### config.mk
export PLATFORM = sky130hd
export DESIGN_NAME = serial_adder
export DESIGN_NICKNAME = d
export VERILOG_FILES = /design/src/rtl/alu_pkg.sv /design/src/rtl/serial_adder_full_adder.sv /design/src/rtl/serial_adder.sv
export SDC_FILE = /design/constraint.sdc
export NUM_CORES = 1
export LEC_CHECK = 0
export BUFFER_PORTS_ARGS = -buffer_cell sky130_fd_sc_hd__buf_2
export CORE_ASPECT_RATIO = 0.7
export CORE_MARGIN = 5
export CORE_UTILIZATION = 48
export DETAILED_ROUTE_END_ITERATION = 16
export GPL_TIMING_DRIVEN = 0
export PLACE_DENSITY = 0.71
export SYNTH_ARGS = -nofsm -noshare
export SYNTH_HDL_FRONTEND = slang
export SYNTH_SLANG_ARGS = --single-unit
### constraint.sdc
create_clock -name clk_i -period 1.5 [get_ports clk_i]
set_clock_uncertainty 0.1 [all_clocks]
set_input_delay 0.075 -clock clk_i [delete_from_list [all_inputs] [get_ports clk_i]]
set_output_delay 0.075 -clock clk_i [all_outputs]
set_load 0.03 [all_outputs]
### src/rtl/alu_pkg.sv
// Types and defaults shared by the SimpleALU arithmetic units.
package alu_pkg;

  localparam int unsigned ALU_WIDTH = 8;

  typedef enum logic [1:0] {
    IDLE = 2'd0,
    RUN  = 2'd1,
    DONE = 2'd2
  } serial_state_t;

endpackage

### src/rtl/serial_adder_full_adder.sv
// One-bit full adder cell used by the bit-serial adder.
module full_adder (
  input  logic a,
  input  logic b,
  input  logic cin,
  output logic s,
  output logic cout
);

  assign s    = a ^ b ^ cin;
  assign cout = (a & b) | (a & cin) | (b & cin);

endmodule

### src/rtl/serial_adder.sv
// Bit-serial unsigned adder: one bit per clock, LSB first, through a single
// full-adder cell. Result and carry are held until the next completion.
module serial_adder
  import alu_pkg::*;
#(
  parameter int unsigned WIDTH = ALU_WIDTH
) (
  input  logic             clk_i,
  input  logic             rst_ni,
  input  logic             start_i,
  input  logic [WIDTH-1:0] a_i,
  input  logic [WIDTH-1:0] b_i,
  output logic             busy_o,
  output logic             done_o,
  output logic [WIDTH-1:0] sum_o,
  output logic             carry_o
);

  localparam int unsigned CW = (WIDTH > 1) ? $clog2(WIDTH) : 1;
  localparam logic [CW-1:0] LAST = CW'(WIDTH - 1);

  serial_state_t state, state_next;

  logic [WIDTH-1:0] a_sr, b_sr, res_sr;
  logic [WIDTH-1:0] res_next;
  logic [CW-1:0]    cnt;
  logic             carry_q;
  logic             fa_s, fa_cout;
  logic             accept;
  logic             last_bit;

  full_adder u_fa (
    .a    (a_sr[0]),
    .b    (b_sr[0]),
    .cin  (carry_q),
    .s    (fa_s),
    .cout (fa_cout)
  );

  assign accept   = start_i && ((state == IDLE) || (state == DONE));
  assign last_bit = (cnt == LAST);
  assign res_next = {fa_s, res_sr[WIDTH-1:1]};

  always_ff @(posedge clk_i) begin
    if (!rst_ni) state <= IDLE;
    else         state <= state_next;
  end

  always_comb begin
    state_next = state;
    unique case (state)
      IDLE:    if (start_i) state_next = RUN;
      RUN:     if (last_bit) state_next = DONE;
      DONE:    state_next = start_i ? RUN : IDLE;
      default: state_next = IDLE;
    endcase
  end

  always_ff @(posedge clk_i) begin
    if (!rst_ni) begin
      a_sr    <= '0;
      b_sr    <= '0;
      res_sr  <= '0;
      cnt     <= '0;
      carry_q <= 1'b0;
      sum_o   <= '0;
      carry_o <= 1'b0;
    end else if (accept) begin
      a_sr    <= a_i;
      b_sr    <= b_i;
      res_sr  <= '0;
      cnt     <= '0;
      carry_q <= 1'b0;
    end else if (state == RUN) begin
      a_sr    <= a_sr >> 1;
      b_sr    <= b_sr >> 1;
      res_sr  <= res_next;
      carry_q <= fa_cout;
      cnt     <= cnt + CW'(1);
      // The final bit lands straight in sum_o so the result is ready with done.
      if (last_bit) begin
        sum_o   <= res_next;
        carry_o <= fa_cout;
      end
    end
  end

  assign busy_o = (state == RUN);
  assign done_o = (state == DONE);

endmodule
==> PnR_summary.wiki, run 1 <==
{| class="wikitable"
! Metric !! Value
|-
| Aggregate negative setup slack || 0 ns
|-
| Critical path, cell by cell || nand2b_1 -> buf_6 -> inv_6 -> buf_8 -> buf_6
|-
| Slew HR || 71.4%
|-
| Longest Clk Path Bufs || 2
|-
| Power share of the combinational group || 12.1%
|-
| Final-report hold violation count || 0
|-
| Total of flip-flops plus latches after synthesis || 38
|-
| Core footprint || 0.00311 mm2
|-
| Number of cells after detailed placement || 243
|-
| DRC Markers || 0
|-
| Floorplan die width || 77.6 um
|-
| Clock-pin slew of the registers on the worst-case setup and hold paths || 0.07 ns
|-
| Last element of the critical path || busy_o
|-
| Share of the synthesized area in the top cell type || 49.6%
|-
| Clk Latency, worst-skew pair || 0.29 ns
|-
| Total nets after synthesis || 199
|-
| Critical-path top delay cell || dfxtp_1
|-
| TritonCTS clock tree || yes
|-
| Placement-stage worst setup slack || -0.0779 ns
|-
| Die area || 0.00445 mm2
|-
| Mean cell area of the mapped netlist || 8.67 um2
|-
| Power share of the sequential group || 48.7%
|-
| Effective utilization at floorplan || 49.4%
|-
| First-pass GRT wire length || 6.11 mm
|-
| # setup viols final || 0
|-
| Total number of vias || 1378
|-
| Number of non-filler instances in the completed layout || 264
|-
| Clock Sink Count || 38
|-
| Reg2reg start || cnt[0]
|-
| Length in cells of the worst reg-to-reg path || 6
|-
| Number of warnings issued by yosys || 0
|-
| Number of antenna violations at the first check in global routing || 0
|-
| Max-cap violation count || 0
|-
| Number of port buffers || 28
|-
| Share of the core filled with cells in the final layout || 64.2%
|-
| Height of the die || 57.3 um
|-
| Drt pass-1 iters || 4
|-
| Maximum number of pins on one net before global-route repair || 12
|-
| Total gr overflow || 0
|-
| Tot Pwr || 2.22 mW
|-
| Final layout net count || 248
|-
| Outcome || complete, no violations
|-
| Post-route cell area || 0.00199 mm2
|-
| Category of the most critical setup path || register to output port
|-
| Worst-path maximum fanout || 10
|-
| Share of total power consumed by net switching || 23.0%
|-
| HPWL Detailed || 2.47 mm
|-
| Standby leakage power || 0.801 nW
|-
| Combined buffer and inverter count along the critical path || 4
|-
| Number of distinct library cell variants in the gate-level netlist after synthesis || 26
|-
| Antenna Diode Count || 0
|-
| Clock buffers created by TritonCTS || 5
|-
| Kind of path behind the tightest hold check || input pin to register
|-
| Post-placement cell area || 0.00172 mm2
|-
| Largest area contributor in the netlist || dfxtp_1
|-
| Power per cell area || 1110 mW/mm2
|-
| CTS Root Cell || clkbuf_8
|-
| Clock power frac || 39.2%
|-
| Sequential area share after synthesis || 49.6%
|-
| Total standard cell area after synthesis || 0.00154 mm2
|-
| Launching element of the worst setup path || state[1]
|-
| Detail Route Antenna Nets || 0
|-
| Area growth from synthesis to final layout || 29.9%
|-
| Layout cell share with drive strength beyond 1 || 23.9%
|-
| Largest stage delay, worst path || 0.31 ns
|-
| Total count of max-transition violations in the final report || 0
|-
| Maximum frequency from static timing analysis || 0.696 GHz
|-
| Most area-consuming cells after synthesis || dfxtp_1, nand2_1, o221ai_1
|-
| Final period utilization || 95.7%
|-
| Number of levels in the clock H-tree || 2
|-
| Internal cell power || 1.71 mW
|-
| CP top delay family || buffers and inverters
|-
| Gp weighted congestion || 0.837
|-
| Via count of the first global-routing pass || 1249
|-
| NetSw || 0.511 mW
|-
| Worst path required time || 1.32 ns
|-
| Overall routing resource usage || 17.9%
|-
| # IOs || 30
|-
| Routed len/inst || 13.5 um
|-
| Top cell by count, worst path || buf_6
|-
| WHS || 0.00254 ns
|-
| Placement Rows || 17
|-
| DR iter-0 viols || 86
|-
| Synthesized instance count || 177
|-
| Min Tclk post-route || 1.44 ns
|-
| Critical Path End Type || output port
|-
| Least-Margin Pin Slew || 0.430 ns
|-
| Final worst setup slack || 0.0638 ns
|-
| Per-cell via count in the routed design || 5.22
|-
| Max IR drop VDD || 0.573 mV
|-
| Routed wire length || 3.56 mm
|-
| Crit. path cell count || 5
|-
| Data arrival time of the critical path || 1.26 ns
|-
| R2r setup slk || 0.09 ns
|-
| Launching element type of the critical path || register
|-
| Reg2reg end || sum_o[2]
|}
-- how the worst min path moves through the flow --
stage	startpoint	endpoint	slack, ns	cells after the start
floorplan	b_i[7]	b_sr[7]	0.11	2
global placement	b_i[7]	b_sr[7]	0.22	3
detailed placement	b_i[7]	b_sr[7]	0.23	3
CTS	a_i[1]	a_sr[1]	0.001	3
global route	rst_ni	cnt[1]	0.009	3
finish	b_i[2]	b_sr[2]	0.003	3
-- registers in the layout, indices dropped and copies added, names as in the netlist --
register and count:
sum_o 8, carry_q 1, res_sr 7, state 2, cnt 3, b_sr 8
carry_o 1, a_sr 8
-- synth_stat cells, drive strengths merged --
master and instances:
a22oi 1, ha 2, a21boi 11, inv 1, nand2b 2, nand3 11
and2 1, a31oi 4, a21oi 11, clkbuf 3, nor2b 1, fa 1
xnor2 1, o221ai 9, and3 1, o21ai 5, nor2 10, and2b 1
buf 11, nand3b 1, dfxtp 38, nor3 9, nand2 42
-- cells by family after synthesis --
logic type	count (synthesis)	share of synthesized area, %
simple gates	79	22.3
compound gates	41	17.8
flops	38	49.6
buf+inv	15	6.85
fa+ha+maj	3	2.93
xor+xnor	1	0.571
-- power by group through the flow --
stage | clock network (mW) | logic [mW] | registers (mW)
after floorplan | 0 | 0.174 | 1.10
after global placement | 0 | 0.232 | 1.10
after detailed placement | 0 | 0.239 | 1.10
after CTS | 0.890 | 0.261 | 1.08
after global routing | 0.963 | 0.297 | 1.09
final | 0.872 | 0.269 | 1.08
-- what timing repair did --
item / CTS / global route
pin swaps: 0 / 2
endpoints found under the hold margin: 10 / 1
buffers inserted: 0 / 3
hold buffers: 10 / 1
endpoints found under the setup margin: 6 / 10
gates cloned: 0 / 0
gates resized for setup: 2 / 12
-- tightest hold or removal path, delay by kind of cell --
kind                   cells  cell delay [ns]
and+or+nand+nor            1             0.11
buffers and inverters      1             0.08
AOI/OAI and AO/OA          1             0.09
-- placed cells by master (no fill, tap or decap), types with 2 or more instances in the layout --
cell           synthesis  layout
clkbuf_8               0       6
a31oi_1                4       4
a21boi_0               7       3
o221ai_1               9       9
buf_2                  5      32
nor3_1                 9       9
ha_1                   2       2
nand2_1               42      42
buf_4                  2       4
nor2_1                10      10
a21boi_2               0       2
o21ai_0                5       5
nand2b_1               2       2
a21boi_1               4       6
buf_6                  4       5
nand3_1               11      11
clkbuf_1               3       2
dfxtp_1               38      37
a21oi_1               11      11
dlygate4sd3_1          0      11
-- metal layers --
metal  global-route usage [%]  up-vias  routed length [um]
li1                         -      706                   -
met1                     24.9      638                1660
met2                     24.7       27                1610
met3                     6.47        7                 219
met4                     8.09        0                  70
met5                        0        -                   0
-- final cells by class --
| cell class | instances | area [um2] |
|---|---|---|
| plain buffers | 14 | 104 |
| clock inverters | 1 | 30.0 |
| repair buffers | 42 | 283 |
| fillers | 260 | 1110 |
| multi-input cells | 124 | 677 |
| flip-flops and latches | 38 | 762 |
| well taps | 38 | 47.5 |
| inverters | 1 | 8.76 |
| clock buffers | 6 | 82.6 |
Note: power is estimated with default switching activity, not from simulation.
==> run 2, diff against run 1 <==
- HOLD_SLACK_MARGIN: default -> 0.12
==> run 2 against run 1 <==
Against the previous run:
- combinational power up 7.4%
- total power up 1.1%
- highest routed layer unchanged
- count of clock-buffer cells in the layout unchanged
==> PnR_summary.wiki, run 2 (synthesis results as in run 1) <==
{| class="wikitable"
! Metric !! Value
|-
| Worst-path maximum fanout || 4
|-
| Max-cap violation count || 0
|-
| Top library cells by usage in the layout, fill and taps aside || nand2_1, dfxtp_1, buf_2
|-
| Total count of max-transition violations in the final report || 0
|-
| Data arrival time of the critical path || 1.57 ns
|-
| Kind of path behind the tightest hold check || register to register
|-
| Worst path required time || 1.63 ns
|-
| Layout cell share with drive strength beyond 1 || 23.5%
|-
| Total number of vias || 1432
|-
| Power per cell area || 1080 mW/mm2
|-
| Drt pass-1 iters || 4
|-
| Clock power frac || 38.9%
|-
| NetSw || 0.518 mW
|-
| Clock buffers created by TritonCTS || 5
|-
| Longest Clk Path Bufs || 2
|-
| Number of port buffers || 28
|-
| Clock Sink Count || 38
|-
| Share of total power consumed by net switching || 23.0%
|-
| Core footprint || 0.00311 mm2
|-
| Standby leakage power || 0.837 nW
|-
| Number of antenna violations at the first check in global routing || 0
|-
| Clk Latency, worst-skew pair || 0.29 ns
|-
| Launching element type of the critical path || input pin
|-
| HPWL Detailed || 2.47 mm
|-
| Antenna Diode Count || 0
|-
| Number of levels in the clock H-tree || 2
|-
| Outcome || complete, no violations
|-
| Most common cell after layout, fill and taps aside || nand2_1
|-
| Via count of the first global-routing pass || 1301
|-
| Maximum frequency from static timing analysis || 0.694 GHz
|-
| Overall routing resource usage || 18.8%
|-
| WHS || 0.349 ns
|-
| Slew HR || 72.4%
|-
| # IOs || 30
|-
| Internal cell power || 1.73 mW
|-
| Effective utilization at floorplan || 49.4%
|-
| Min Tclk post-route || 1.44 ns
|-
| Power share of the combinational group || 12.9%
|-
| Final period utilization || 96.0%
|-
| Total gr overflow || 0
|-
| Detail Route Antenna Nets || 0
|-
| Area growth from synthesis to final layout || 35.6%
|-
| CTS Root Cell || clkbuf_8
|-
| Final-report hold violation count || 0
|-
| # setup viols final || 0
|-
| Maximum number of pins on one net before global-route repair || 12
|-
| DR iter-0 viols || 110
|-
| First-pass GRT wire length || 6.45 mm
|-
| Per-cell via count in the routed design || 5.26
|-
| Routed len/inst || 13.7 um
|-
| Gp weighted congestion || 0.837
|-
| TritonCTS clock tree || yes
|-
| Critical Path End Type || register
|-
| Floorplan die width || 77.6 um
|-
| Clock-pin slew of the registers on the worst-case setup and hold paths || 0.08 ns
|-
| Placement Rows || 17
|-
| Largest regs || a_sr x8, b_sr x8, sum_o x8
|-
| Category of the most critical setup path || input pin to register
|-
| Least-Margin Pin Slew || 0.413 ns
|-
| Die area || 0.00445 mm2
|-
| Routed wire length || 3.72 mm
|-
| Height of the die || 57.3 um
|-
| Final layout net count || 256
|-
| Max IR drop VDD || 0.573 mV
|-
| Power share of the sequential group || 48.2%
|-
| Tot Pwr || 2.25 mW
|-
| DRC Markers || 0
|}
-- run 2: changes by cell type in the layout (fill, tap and decap cells not counted) --
cell	change
dlygate4sd3_1	+8
nand2b_1	-1
nand2b_4	+1
-- run 2: final timing paths --
kind	start	to	slack, ns	depth (start not counted)
worst max register to register	cnt[0]	sum_o[2]	0.07	6
worst max-delay path	start_i	cnt[1]	0.06	6
worst min-delay path	sum_o[3]	sum_o[3]	0.35	2
worst min register to register	sum_o[3]	sum_o[3]	0.35	2
-- run 2: repair_timing --
item | CTS | global route
setup endpoints to repair | 6 | 11
resized for setup | 2 | 13
setup buffers | 0 | 3
hold buffers | 19 | 0
pin swaps | 0 | 2
hold endpoints to repair | 21 | 0
-- run 2: layer usage --
layer	global-route usage (%)	wire [um]	share of wire [%]	vias to the layer above
met5	0	0	0	-
met2	26.8	1720	46	27
li1	-	-	-	722
met4	8.09	51	1.4	0
met3	6.15	186	5.0	5
met1	26.0	1760	47	678
-- run 2: power groups by stage --
stage	logic [mW]	clock network (mW)	registers (mW)
after detailed placement	0.239	0	1.10
after global placement	0.232	0	1.10
after floorplan	0.174	0	1.10
after CTS	0.280	0.890	1.08
after global routing	0.319	0.962	1.09
final	0.289	0.875	1.08
-- run 2: layout make-up --
cell class / instances / area (um2)
inverter: 1 / 8.76
tap: 38 / 47.5
multi-input combinational: 124 / 684
clock buffer: 6 / 82.6
buffer: 14 / 104
fill: 253 / 1020
clock inverter: 1 / 30.0
timing repair buffer: 50 / 363
sequential: 38 / 762
-- run 2: worst max-delay path, cell delays in order --
cell and delay, ns:
dlygate4sd3_1 0.54, buf_2 0.15, nand2b_4 0.07, nand2_1 0.06, dlygate4sd3_1 0.56, a21oi_1 0.11
-- run 2: stage by stage --
stage | worst slack [ns] | instance area (um2) | TNS (ns) | std cells | util [%]
after floorplan | 0.211 | 1540 | 0 | 177 | -
after global placement | -0.00715 | 1720 | -0.00715 | 243 | 55.5
after detailed placement | -0.0779 | 1720 | -0.195 | 243 | 55.5
after CTS | 0.00647 | 2030 | 0 | 269 | 65.4
after global routing | -0.0170 | 2080 | -0.0652 | 272 | 67.0
final | 0.0600 | 2080 | 0 | 272 | 67.0
